### src/rtl/lsu_pkg.sv
// Shared types and helpers for the MEM-stage load/store unit.
package lsu_pkg;

  typedef enum logic {
    IDLE  = 1'b0,
    WRITE = 1'b1
  } lsu_state_t;

  localparam logic [2:0] F3_B   = 3'b000;
  localparam logic [2:0] F3_H   = 3'b001;
  localparam logic [2:0] F3_W   = 3'b010;
  localparam logic [2:0] F3_D   = 3'b011;
  localparam logic [2:0] F3_BU  = 3'b100;
  localparam logic [2:0] F3_HU  = 3'b101;
  localparam logic [2:0] F3_WU  = 3'b110;
  localparam logic [2:0] F3_ILL = 3'b111;

  function automatic logic is_misaligned(input logic [2:0] funct3, input logic [2:0] offset);
    logic mis;
    case (funct3[1:0])
      2'b01:   mis = offset[0];
      2'b10:   mis = |offset[1:0];
      2'b11:   mis = |offset;
      default: mis = 1'b0;
    endcase
    return mis;
  endfunction

endpackage

### src/rtl/lsu_align.sv
// Lane extraction with sign/zero extension for loads, and byte-lane merge for
// read-modify-write stores. Purely combinational.
module lsu_align (
  input  logic [63:0] word_i,
  input  logic [63:0] wdata_i,
  input  logic [2:0]  offset_i,
  input  logic [2:0]  funct3_i,
  output logic [63:0] load_o,
  output logic [63:0] merged_o
);

  logic [5:0]  shamt_s;
  logic [63:0] shifted_s;
  logic [63:0] size_mask_s;
  logic        sext_s;

  assign shamt_s = {offset_i, 3'b000};

  // Shift the addressed lane down, extend it, and merge store bytes at the same lane.
  always_comb begin
    shifted_s   = word_i >> shamt_s;
    sext_s      = ~funct3_i[2];
    size_mask_s = 64'hFFFF_FFFF_FFFF_FFFF;
    load_o      = shifted_s;
    case (funct3_i[1:0])
      2'b00: begin
        size_mask_s = 64'h0000_0000_0000_00FF;
        load_o      = {{56{sext_s & shifted_s[7]}}, shifted_s[7:0]};
      end
      2'b01: begin
        size_mask_s = 64'h0000_0000_0000_FFFF;
        load_o      = {{48{sext_s & shifted_s[15]}}, shifted_s[15:0]};
      end
      2'b10: begin
        size_mask_s = 64'h0000_0000_FFFF_FFFF;
        load_o      = {{32{sext_s & shifted_s[31]}}, shifted_s[31:0]};
      end
      default: begin
        size_mask_s = 64'hFFFF_FFFF_FFFF_FFFF;
        load_o      = shifted_s;
      end
    endcase
    merged_o = (word_i & ~(size_mask_s << shamt_s)) | ((wdata_i & size_mask_s) << shamt_s);
  end

endmodule

### src/rtl/lsu_ctrl.sv
// MEM-stage load/store unit: turns byte-addressed RV64 accesses into whole
// doubleword memory reads/writes, with read-modify-write for narrow stores.
module lsu_ctrl
  import lsu_pkg::*;
#(
  parameter int unsigned MEM_SIZE = 256,
  parameter int unsigned ROM_SIZE = 2
) (
  input  logic        clk,
  input  logic        rst,
  input  logic        req_valid,
  output logic        req_ready,
  input  logic        req_store,
  input  logic [2:0]  req_funct3,
  input  logic [31:0] req_addr,
  input  logic [63:0] req_wdata,
  output logic        resp_valid,
  output logic [63:0] resp_rdata,
  output logic        resp_fault,
  output logic [31:0] mem_addr,
  output logic [63:0] mem_wr_data,
  output logic        mem_wr_enable,
  output logic        mem_rd_enable,
  input  logic [63:0] mem_rd_data
);

  lsu_state_t  state_q, state_d;
  logic        resp_valid_q, resp_valid_d;
  logic        resp_fault_q, resp_fault_d;
  logic [63:0] resp_rdata_q, resp_rdata_d;
  logic [31:0] wr_addr_q, wr_addr_d;
  logic [63:0] wr_data_q, wr_data_d;

  logic [28:0] word_s;
  logic        fault_s;
  logic [63:0] load_s;
  logic [63:0] merged_s;

  lsu_align u_align (
    .word_i   (mem_rd_data),
    .wdata_i  (req_wdata),
    .offset_i (req_addr[2:0]),
    .funct3_i (req_funct3),
    .load_o   (load_s),
    .merged_o (merged_s)
  );

  assign word_s = req_addr[31:3];

  // Fault classification of the request currently presented.
  always_comb begin
    fault_s = (req_funct3 == F3_ILL)
            | (req_store & req_funct3[2])
            | is_misaligned(req_funct3, req_addr[2:0])
            | (word_s >= 29'(MEM_SIZE))
            | (req_store & (word_s < 29'(ROM_SIZE)));
  end

  // Next-state, memory strobes and response capture.
  always_comb begin
    state_d       = state_q;
    resp_valid_d  = 1'b0;
    resp_fault_d  = 1'b0;
    resp_rdata_d  = 64'd0;
    wr_addr_d     = wr_addr_q;
    wr_data_d     = wr_data_q;
    req_ready     = 1'b0;
    mem_addr      = req_addr;
    mem_wr_data   = req_wdata;
    mem_wr_enable = 1'b0;
    mem_rd_enable = 1'b0;
    case (state_q)
      IDLE: begin
        req_ready = 1'b1;
        if (req_valid) begin
          if (fault_s) begin
            resp_valid_d = 1'b1;
            resp_fault_d = 1'b1;
          end else if (!req_store) begin
            mem_rd_enable = 1'b1;
            resp_valid_d  = 1'b1;
            resp_rdata_d  = load_s;
          end else if (req_funct3[1:0] == F3_D[1:0]) begin
            mem_wr_enable = 1'b1;
            resp_valid_d  = 1'b1;
          end else begin
            // Narrow store: read now, write the merged word next cycle.
            mem_rd_enable = 1'b1;
            wr_addr_d     = req_addr;
            wr_data_d     = merged_s;
            state_d       = WRITE;
          end
        end else begin
          state_d = IDLE;
        end
      end
      WRITE: begin
        mem_addr      = wr_addr_q;
        mem_wr_data   = wr_data_q;
        mem_wr_enable = 1'b1;
        resp_valid_d  = 1'b1;
        state_d       = IDLE;
      end
      default: begin
        state_d = IDLE;
      end
    endcase
  end

  // State and response registers.
  always_ff @(posedge clk or posedge rst) begin
    if (rst) begin
      state_q      <= IDLE;
      resp_valid_q <= 1'b0;
      resp_fault_q <= 1'b0;
      resp_rdata_q <= 64'd0;
      wr_addr_q    <= 32'd0;
      wr_data_q    <= 64'd0;
    end else begin
      state_q      <= state_d;
      resp_valid_q <= resp_valid_d;
      resp_fault_q <= resp_fault_d;
      resp_rdata_q <= resp_rdata_d;
      wr_addr_q    <= wr_addr_d;
      wr_data_q    <= wr_data_d;
    end
  end

  assign resp_valid = resp_valid_q;
  assign resp_fault = resp_fault_q;
  assign resp_rdata = resp_rdata_q;

endmodule

### config.mk
export PLATFORM = sky130hd
export DESIGN_NAME = lsu_ctrl
export DESIGN_NICKNAME = d
export VERILOG_FILES = /design/src/rtl/lsu_pkg.sv /design/src/rtl/lsu_align.sv /design/src/rtl/lsu_ctrl.sv
export SDC_FILE = /design/constraint.sdc
export NUM_CORES = 1
export LEC_CHECK = 0
export ABC_AREA = 1
export BUFFER_PORTS_ARGS = -buffer_cell sky130_fd_sc_hd__buf_4
export CORE_AREA = 2 2 172 174
export CTS_BUF_LIST = sky130_fd_sc_hd__clkbuf_2 sky130_fd_sc_hd__clkbuf_4 sky130_fd_sc_hd__clkbuf_8
export DETAILED_ROUTE_END_ITERATION = 12
export DIE_AREA = 0 0 174 176
export HOLD_SLACK_MARGIN = 0.06
export PLACE_DENSITY_LB_ADDON = 0.3
export SLEW_MARGIN = 20
export SYNTH_ARGS = -nofsm -noshare
export SYNTH_HDL_FRONTEND = slang
export SYNTH_SLANG_ARGS = --single-unit
### constraint.sdc
create_clock -name clk -period 10.25 [get_ports clk]
set_input_delay 2.05 -clock clk [delete_from_list [all_inputs] [get_ports clk]]
set_output_delay 2.05 -clock clk [all_outputs]
set_load 0.1 [all_outputs]
==> reports/results.tsv <==
metric	value	unit
status	finished, final reports clean	
layout-area-overhead-vs-synth	25.90	%
synth-main-ff-cell	dfrtp_1	
grt_pass1_vias	12490	
ctsHoldBuffers	0	
synth.most_common_cell	nand2_1	
dieArea	30620	um2
fin_crit_sh	62.10	%
synth_top_area_share	36.07	%
fp-row-count	62	
synth_common_cells	nand2_1, o21ai_0, dfrtp_1	
dp_hpwl	37.06	mm
postCtsSetupBuffers	0	
finalSetupTns	0	ns
antenna_found_initial	0	
pwr-share-comb	30.9	%
ir_drop	71.32	uV
cts-root-buf	clkbuf_8	
drtAntennaViolNets	0	
maxSlewHeadroom	39.16	%
ys_seq_area_share	36.07	%
worst_pin_slew	0.9126	ns
cts_max_path_buffers	2	
finalClockSkew	0.007719	ns
synthCells	1825	
max_freq	157.1	MHz
syn_nets	1992	
async_reset_ff_share	100.0	%
rsz0062_at_grt	false	
power.density	118.5	nW/um2
post-place-ws	3.975	ns
worstPathRequired	8.20	ns
fin_nets	2234	
synth.ff_latch_count	163	
crit_path_start_kind	input pin	
cts_sinks	163	
p_sw_share	39.95	%
cts_buffers	17	
grt_max_degree	97	
grt.total_usage	31.53	%
internal-power	1.013	mW
clk_pin_slew	0.10	ns
io_buffers	331	
maxSlewViolCount	0	
route.detailed.drc	0	
core	28550	um2
critical_path.cell_chain	buf_4 > nand2_4 > nand2_2 > nand2_1 > nand3_1 > nor2_2 > nand2_1 > nor2_4 > inv_1 > a21oi_1 > buf_4	
yosysWarnings	0	
p_leak	7.811	nW
grt_pass1_wl	73.35	mm
htree_levels	4	
wl_per_cell	19.79	um
yosys.cell_types.count	32	
routed_via_density	5.414	
end_kind	output port	
hold_class	reg -> reg	
p_seq_share	38.1	%
hold_viol	0	
gp_congestion	1.008	
synth.area.top_cells	dfrtp_1, nand2_1, o21ai_0	
synth-edff-count	0	
vias	13340	
netSwitchingPower	0.6739	mW
wl	48.76	mm
fin_crit	6.365	ns
cp_max_fo	37	
cts.repair.resized	0	
syn_area	11310	um2
avgSynthCellArea	6.196	um2
final-setup-viol-count	0	
drtPass1Iterations	6	
cp_data_arrival_time	4.32	ns
start_util	39.61	%
cts_tree	built	
grt_overflow	0	
pwr-share-clk	30.9	%
drv_cap	0	
dieHeight	176	um
clk_latency	0.49	ns
fp.dieW	174	um
setup_slack	3.885	ns
crit_type	in -> out	
io_pins	332	
synth_top_area_cell	dfrtp_1	
drive_gt1_share	20.48	%
drt_iter0_drc	1752	
crit_slowest_cell	buf_4	
worst_path_largest_cell_delay	0.33	ns
diodes	0	
fillers	3026	
-- power groups by stage --
stage	clock network [mW]	registers (mW)	logic [mW]
global placement	0	0.656	0.515
finish	0.522	0.643	0.522
global route	0.549	0.643	0.553
detailed placement	0	0.656	0.514
floorplan	0	0.659	0.329
CTS	0.526	0.643	0.515
-- flip-flops by register name (all words and copies together) (netlist names) --
name        cells
resp_rdata     64
wr_data_q      64
wr_addr_q      32
resp_fault      1
resp_valid      1
state_q         1
-- metrics by stage --
step	total power, mW	instances	cell area [um2]	util [%]	hold slack (ns)
2_1_floorplan	0.9882	1825	11310	-	0.4417
3_5_place_dp	1.170	2431	13790	48.30	0.4571
5_1_grt	1.745	2464	14240	49.87	0.4972
3_3_place_gp	1.170	2431	13790	48.30	0.4529
4_1_cts	1.684	2463	14210	49.78	0.4818
6_report	1.687	2464	14240	49.87	0.4803
-- critical path, delay by kind of cell --
family | cells | cell delay [ns]
AND/OR/NAND/NOR | 7 | 1.28
buffers and inverters | 3 | 0.75
AO/OA/AOI/OAI | 1 | 0.20
-- layer usage --
layer  vias up  track usage, %  wire length (um)
li1       6255               -                 -
met1      6296           44.32             21160
met2       696           50.22             22010
met3        92           4.500              4102
met4         0           10.26              1491
met5         -               0                 0
-- cell usage in the layout (no fill, tap or decap), types with 2 or more instances in the layout --
cell type / n
a21oi_1: 50
a22o_1: 3
and2_1: 11
buf_4: 342
bufinv_16: 2
clkbuf_8: 19
clkinvlp_4: 3
dfrtp_1: 162
inv_1: 111
inv_2: 30
inv_6: 5
inv_8: 3
mux2i_1: 5
nand2_1: 800
nand2_2: 5
nand2_4: 2
nand3_1: 130
nor2_1: 121
nor2_2: 3
nor2_4: 3
nor3_1: 2
o211ai_1: 39
o21ai_0: 186
o21ai_1: 16
o221ai_1: 7
o22ai_1: 7
or2_2: 2
-- path summary, 6_finish.rpt --
kind | startpoint | to | slack [ns] | cells past startpoint
max | req_funct3[1] | mem_rd_enable | 3.88 | 11
min | wr_addr_q[2]$_DFFE_PP0P_ | wr_addr_q[2]$_DFFE_PP0P_ | 0.48 | 2
max reg2reg | state_q$_DFF_PP0_ | wr_data_q[36]$_DFFE_PP0P_ | 7.85 | 7
min reg2reg | wr_addr_q[2]$_DFFE_PP0P_ | wr_addr_q[2]$_DFFE_PP0P_ | 0.48 | 2
max in group asynchronous | rst | wr_data_q[37]$_DFFE_PP0P_ | 7.13 | 3
min in group asynchronous | rst | resp_rdata[6]$_DFF_PP0_ | 1.68 | 2
-- cells by family after synthesis --
family / after synthesis / synth area share (%)
buffers and inverters: 263 / 9.980
and+or+nand+nor: 1084 / 38.39
AOI/OAI and AO/OA: 310 / 15.11
muxes: 5 / 0.4426
DFF: 163 / 36.07
-- cell type report --
cell class              count  area [um2]  area share, %
inverters                 143       541.8          3.805
flip-flops and latches    163        4083          28.68
clock inverters            13       160.2          1.125
well taps                 384       480.5          3.375
repair buffers            343        2595          18.23
clock buffers              19       261.5          1.837
multi-input cells        1399        6116          42.96
Power figures use the tool's default switching activity.
